**src/rtl/sequenciador_bobc.sv**
```systemverilog
// Sequencer for the controle/operativo pair: queues operand sets in a FIFO,
// launches one operation at a time, holds the result until consumed.
module sequenciador_bobc #(
  parameter int DEPTH   = 4,
  parameter int TIMEOUT = 64
) (
  input  logic        ck,
  input  logic        rst,
  input  logic        wr,
  input  logic [7:0]  x_in,
  input  logic [15:0] a_in,
  input  logic [15:0] b_in,
  input  logic [15:0] c_in,
  output logic        full,
  output logic        inicio,
  output logic [7:0]  X,
  output logic [15:0] A,
  output logic [15:0] B,
  output logic [15:0] C,
  input  logic        done,
  input  logic [15:0] Resultado,
  output logic        res_valid,
  output logic [15:0] res_data,
  input  logic        res_ack,
  output logic        busy,
  output logic        erro
);

  localparam int PW    = $clog2(DEPTH);
  localparam int CNT_W = PW + 1;
  localparam int TW    = $clog2(TIMEOUT + 1);
  localparam int EW    = 56;

  typedef enum logic [1:0] {
    IDLE,
    LANCA,
    ESPERA,
    ENTREGA
  } state_t;

  state_t state_q, state_d;

  logic [EW-1:0]    mem_q [DEPTH];
  logic [PW-1:0]    wr_ptr_q, wr_ptr_d;
  logic [PW-1:0]    rd_ptr_q, rd_ptr_d;
  logic [CNT_W-1:0] count_q, count_d;
  logic [EW-1:0]    ops_q, ops_d;
  logic [TW-1:0]    tmo_cnt_q, tmo_cnt_d;
  logic             res_valid_q, res_valid_d;
  logic [15:0]      res_data_q, res_data_d;
  logic             erro_q, erro_d;

  logic push;
  logic pop;
  logic capture;
  logic tmo_hit;
  logic full_int;

  // full is judged on pre-edge occupancy, so a pop on the same edge never frees room for wr
  always_comb begin
    full_int = (count_q == CNT_W'(DEPTH));
    push     = wr && !full_int;
    pop      = (state_q == IDLE) && (count_q != '0) && !erro_q;
    capture  = (state_q == ESPERA) && done;
    tmo_hit  = (state_q == ESPERA) && !done && (tmo_cnt_q == TW'(TIMEOUT - 1));
  end

  always_comb begin
    wr_ptr_d = wr_ptr_q;
    rd_ptr_d = rd_ptr_q;
    count_d  = count_q;
    if (push) begin
      wr_ptr_d = wr_ptr_q + 1'b1;
    end
    if (pop) begin
      rd_ptr_d = rd_ptr_q + 1'b1;
    end
    case ({push, pop})
      2'b10:   count_d = count_q + 1'b1;
      2'b01:   count_d = count_q - 1'b1;
      default: count_d = count_q;
    endcase
  end

  always_comb begin
    ops_d       = ops_q;
    tmo_cnt_d   = '0;
    res_valid_d = res_valid_q;
    res_data_d  = res_data_q;
    erro_d      = erro_q | tmo_hit;
    if (pop) begin
      ops_d = mem_q[rd_ptr_q];
    end
    if (state_q == ESPERA) begin
      tmo_cnt_d = tmo_cnt_q + 1'b1;
    end
    if (capture) begin
      res_data_d  = Resultado;
      res_valid_d = 1'b1;
    end else if (res_valid_q && res_ack) begin
      res_valid_d = 1'b0;
    end
  end

  always_ff @(posedge ck) begin
    if (push) begin
      mem_q[wr_ptr_q] <= {x_in, a_in, b_in, c_in};
    end
  end

  always_ff @(posedge ck or negedge rst) begin
    if (!rst) begin
      wr_ptr_q    <= '0;
      rd_ptr_q    <= '0;
      count_q     <= '0;
      ops_q       <= '0;
      tmo_cnt_q   <= '0;
      res_valid_q <= 1'b0;
      res_data_q  <= '0;
      erro_q      <= 1'b0;
    end else begin
      wr_ptr_q    <= wr_ptr_d;
      rd_ptr_q    <= rd_ptr_d;
      count_q     <= count_d;
      ops_q       <= ops_d;
      tmo_cnt_q   <= tmo_cnt_d;
      res_valid_q <= res_valid_d;
      res_data_q  <= res_data_d;
      erro_q      <= erro_d;
    end
  end

  always_ff @(posedge ck or negedge rst) begin
    if (!rst) begin
      state_q <= IDLE;
    end else begin
      state_q <= state_d;
    end
  end

  always_comb begin
    state_d = state_q;
    case (state_q)
      IDLE: begin
        if (pop) begin
          state_d = LANCA;
        end
      end
      LANCA: begin
        state_d = ESPERA;
      end
      ESPERA: begin
        if (done) begin
          state_d = ENTREGA;
        end else if (tmo_hit) begin
          state_d = IDLE;
        end
      end
      ENTREGA: begin
        if (res_ack && res_valid_q) begin
          state_d = IDLE;
        end
      end
      default: begin
        state_d = IDLE;
      end
    endcase
  end

  always_comb begin
    inicio    = (state_q == LANCA);
    busy      = (state_q != IDLE);
    full      = full_int;
    res_valid = res_valid_q;
    res_data  = res_data_q;
    erro      = erro_q;
    X         = ops_q[55:48];
    A         = ops_q[47:32];
    B         = ops_q[31:16];
    C         = ops_q[15:0];
  end

endmodule

```
**config.mk**
```make
export PLATFORM = sky130hd
export DESIGN_NAME = sequenciador_bobc
export DESIGN_NICKNAME = d
export VERILOG_FILES = /design/src/rtl/sequenciador_bobc.sv
export SDC_FILE = /design/constraint.sdc
export NUM_CORES = 1
export LEC_CHECK = 0
export CORE_AREA = 2 2 153 230
export CTS_BUF_LIST = sky130_fd_sc_hd__clkbuf_8
export DETAILED_ROUTE_END_ITERATION = 16
export DIE_AREA = 0 0 155 232
export GPL_TIMING_DRIVEN = 0
export PLACE_DENSITY = 0.66
export SLEW_MARGIN = 20
export SYNTH_ARGS = -nofsm -noshare
export SYNTH_HDL_FRONTEND = slang
export SYNTH_SLANG_ARGS = --single-unit
```
**constraint.sdc**
```tcl
create_clock -name ck -period 2.7 [get_ports ck]
set_input_delay 0.54 -clock ck [delete_from_list [all_inputs] [get_ports ck]]
set_output_delay 0.54 -clock ck [all_outputs]
set_load 0.01 [all_outputs]
```
==> results.json <==
{
  "track_usage_pct": 13.41,
  "postLayoutCoreUtil_pct": 43.96,
  "max_cap_violations": 0,
  "rows": 83,
  "yosys_register_bits": 314,
  "yosysSeqAreaShare_pct": 76.53,
  "htree_levels": 2,
  "cp_max_fo": 4,
  "cts_tree": "built",
  "viasPerCell": 4.737,
  "fp.dieH_um": 232,
  "power_leakage_nw": 5.337,
  "ctsLongestPathBuffers": 3,
  "vias": 5684,
  "cts_made_buffers": 48,
  "rsz0062_at_grt": "false",
  "ir_drop_mv": 0.5741,
  "synth_area_mm2": 0.01173,
  "grt_overflow": 0,
  "avgSynthCellArea_um2": 22.31,
  "clkTransAtPathRegs_ns": 0.06,
  "drv_slew": 0,
  "dpl.hpwl_mm": 14.51,
  "fin_crit_sh_pct": 95.44,
  "cts_sinks": 314,
  "yosys.area.top_type": "edfxtp_1",
  "finalPower_w": 0.01672,
  "max_freq_mhz": 388.1,
  "route.detailed.drc": 0,
  "status": "complete, no violations",
  "path_class": "flip-flop to output pin",
  "netlist_instances": 526,
  "path_cells": "nor3b_1 -> clkdlybuf4s50_1",
  "p_per_area_mw_per_mm2": 1120,
  "nFillCells": 2949,
  "worst_pin_slew_ns": 0.7455,
  "place_congestion": 0.6697,
  "die_w_um": 155,
  "nets": 820,
  "post-route-min-period_ns": 2.577,
  "clock-root-buffer": "clkbuf_8",
  "slowest_stage": "clkdlybuf4s50_1",
  "cp_top_family": "buffers and inverters",
  "relSlewSlack_pct": 50.30,
  "finalHoldViolCount": 0,
  "wl_mm": 23.57,
  "grt_max_degree": 56,
  "diodes": 0,
  "antenna_left": 0,
  "critPathArrivalTime_ns": 2.04,
  "yosysWarningCount": 0,
  "grt_pass1_vias": 6211,
  "max_stage_delay_ns": 0.63,
  "clk_latency_ns": 0.58,
  "fin_skew_ns": 0.02176,
  "coreArea_mm2": 0.03396,
  "drt-wirelength-per-cell_um": 19.64,
  "worst-path-buf-inv": 1,
  "syn_to_final_growth_pct": 27.23,
  "start_kind": "flip-flop",
  "finalSetupViolCount": 0,
  "synth_area_leaders": "edfxtp_1, dfrtp_1, mux4_2",
  "drtIter0Drc": 200,
  "die_area_mm2": 0.03596,
  "synth_nets": 610,
  "pin_count": 154,
  "io_buffers": 153,
  "first_pass_iters": 4,
  "yosysTopAreaCellShare_pct": 57.33,
  "worstPathRequired_ns": 2.16,
  "hold_class": "input pin to async pin",
  "drive_gt1_share_pct": 28.77,
  "grt_pass1_wl_mm": 36.09,
  "end_kind": "output pin",
  "initial_core_util_pct": 34.55,
  "antenna_found_initial": 1,
  "synth_cell_types": 35
}
-- metrics by stage --
step	TNS [ns]	hold WS [ns]	std cells	worst slack [ns]	cell area, µm²
final	0	0.4290	1200	0.1232	14930
after global routing	0	0.4288	1200	0.02357	14930
after CTS	0	0.3980	1199	0.01246	14920
after detailed placement	-0.4249	0.4603	1109	-0.01795	13920
after global placement	-690.20	0.4458	1104	-3.081	13800
after floorplan	0	0.2444	526	0.02960	11730
-- sequential cells by signal, indices dropped and copies added (netlist names) --
signal     flops
rd_ptr_q       2
ops_q         56
count_q        3
tmo_cnt_q      7
mem_q        224
erro           1
wr_ptr_q       2
res_data      16
state_q        2
res_valid      1
-- cell usage after synthesis, drive strengths merged --
library cell	instances
edfxtp	224
dfrtp	90
mux2	73
mux4	56
buf	18
inv	7
ha	6
xor2	6
and2	5
nand2	5
nor2	5
nand3	4
o21ai	4
nor2b	3
xnor2	3
a21oi	2
clkbuf	2
nor3	2
or3	2
a21o	1
fa	1
mux2i	1
nand2b	1
nand3b	1
nor3b	1
nor4	1
nor4b	1
or2	1
-- cells in the final DEF (no fill, tap or decap), drive strengths merged, types with 5 or more instances in the layout --
cell type      Yosys  final
nor2               5      5
clkdlybuf4s50      0    152
clkbuf             2     55
and2               5      5
ha                 6      6
inv                7     22
xor2               6      6
nand2              5      5
clkinv             0     15
buf               18     25
edfxtp           224    224
mux2              73     73
mux4              56     56
dfrtp             90     90
-- cell families after synthesis --
group	synth area share, %
fa+ha+maj	0.8105
compound gates	0.3200
xor+xnor	0.6719
flops	76.53
mux	18.42
buf+inv	1.685
simple gates	1.568
-- path summary, 6_finish.rpt --
| path | startpoint | to | slack [ns] | cells after the start |
|---|---|---|---|---|
| min in group ck | tmo_cnt_q[0] | tmo_cnt_q[0] | 0.47 | 1 |
| max in group asynchronous | rst | ops_q[40] | 1.60 | 3 |
| worst min-delay path | rst | ops_q[24] | 0.43 | 2 |
| worst max register to register | state_q[0] | count_q[2] | 0.33 | 9 |
| worst max-delay path | count_q[0] | full | 0.12 | 2 |
| worst min register to register | tmo_cnt_q[0] | tmo_cnt_q[0] | 0.47 | 1 |
-- report_power, final --
group	internal (W)	switching [W]	leakage [nW]
Clock	0.00219	0.00181	0.560
Combinational	0.00320	0.00241	1.65
Sequential	0.00660	0.000504	3.13
Total	0.0120	0.00472	5.34
-- timing repair --
| action | 4_1_cts | 5_1_grt |
|---|---|---|
| setup buffers | 0 | 1 |
| hold buffers | 1 | 0 |
| hold endpoints to repair | 35 | 0 |
| endpoints found under the setup margin | 0 | 1 |
| resized for setup | 0 | 0 |
-- final cells by class --
| cell class | instances | area (µm²) | share of cell area, % |
|---|---|---|---|
| clock inverter | 36 | 257.7 | 1.727 |
| sequential | 314 | 8979 | 60.15 |
| clock buffer | 53 | 729.5 | 4.887 |
| inverter | 7 | 26.28 | 0.1760 |
| multi-input combinational | 185 | 2566 | 17.19 |
| buffer | 20 | 171.4 | 1.148 |
| timing repair buffer | 160 | 1665 | 11.16 |
| tap | 425 | 531.8 | 3.562 |
-- routing by layer --
metal	GRT usage (%)	part of all wire, %
met1	14.86	39
met2	24.44	53
met3	3.677	5.8
met4	4.919	2.7
met5	0	0.051
Note: power is estimated with default switching activity, not from simulation.
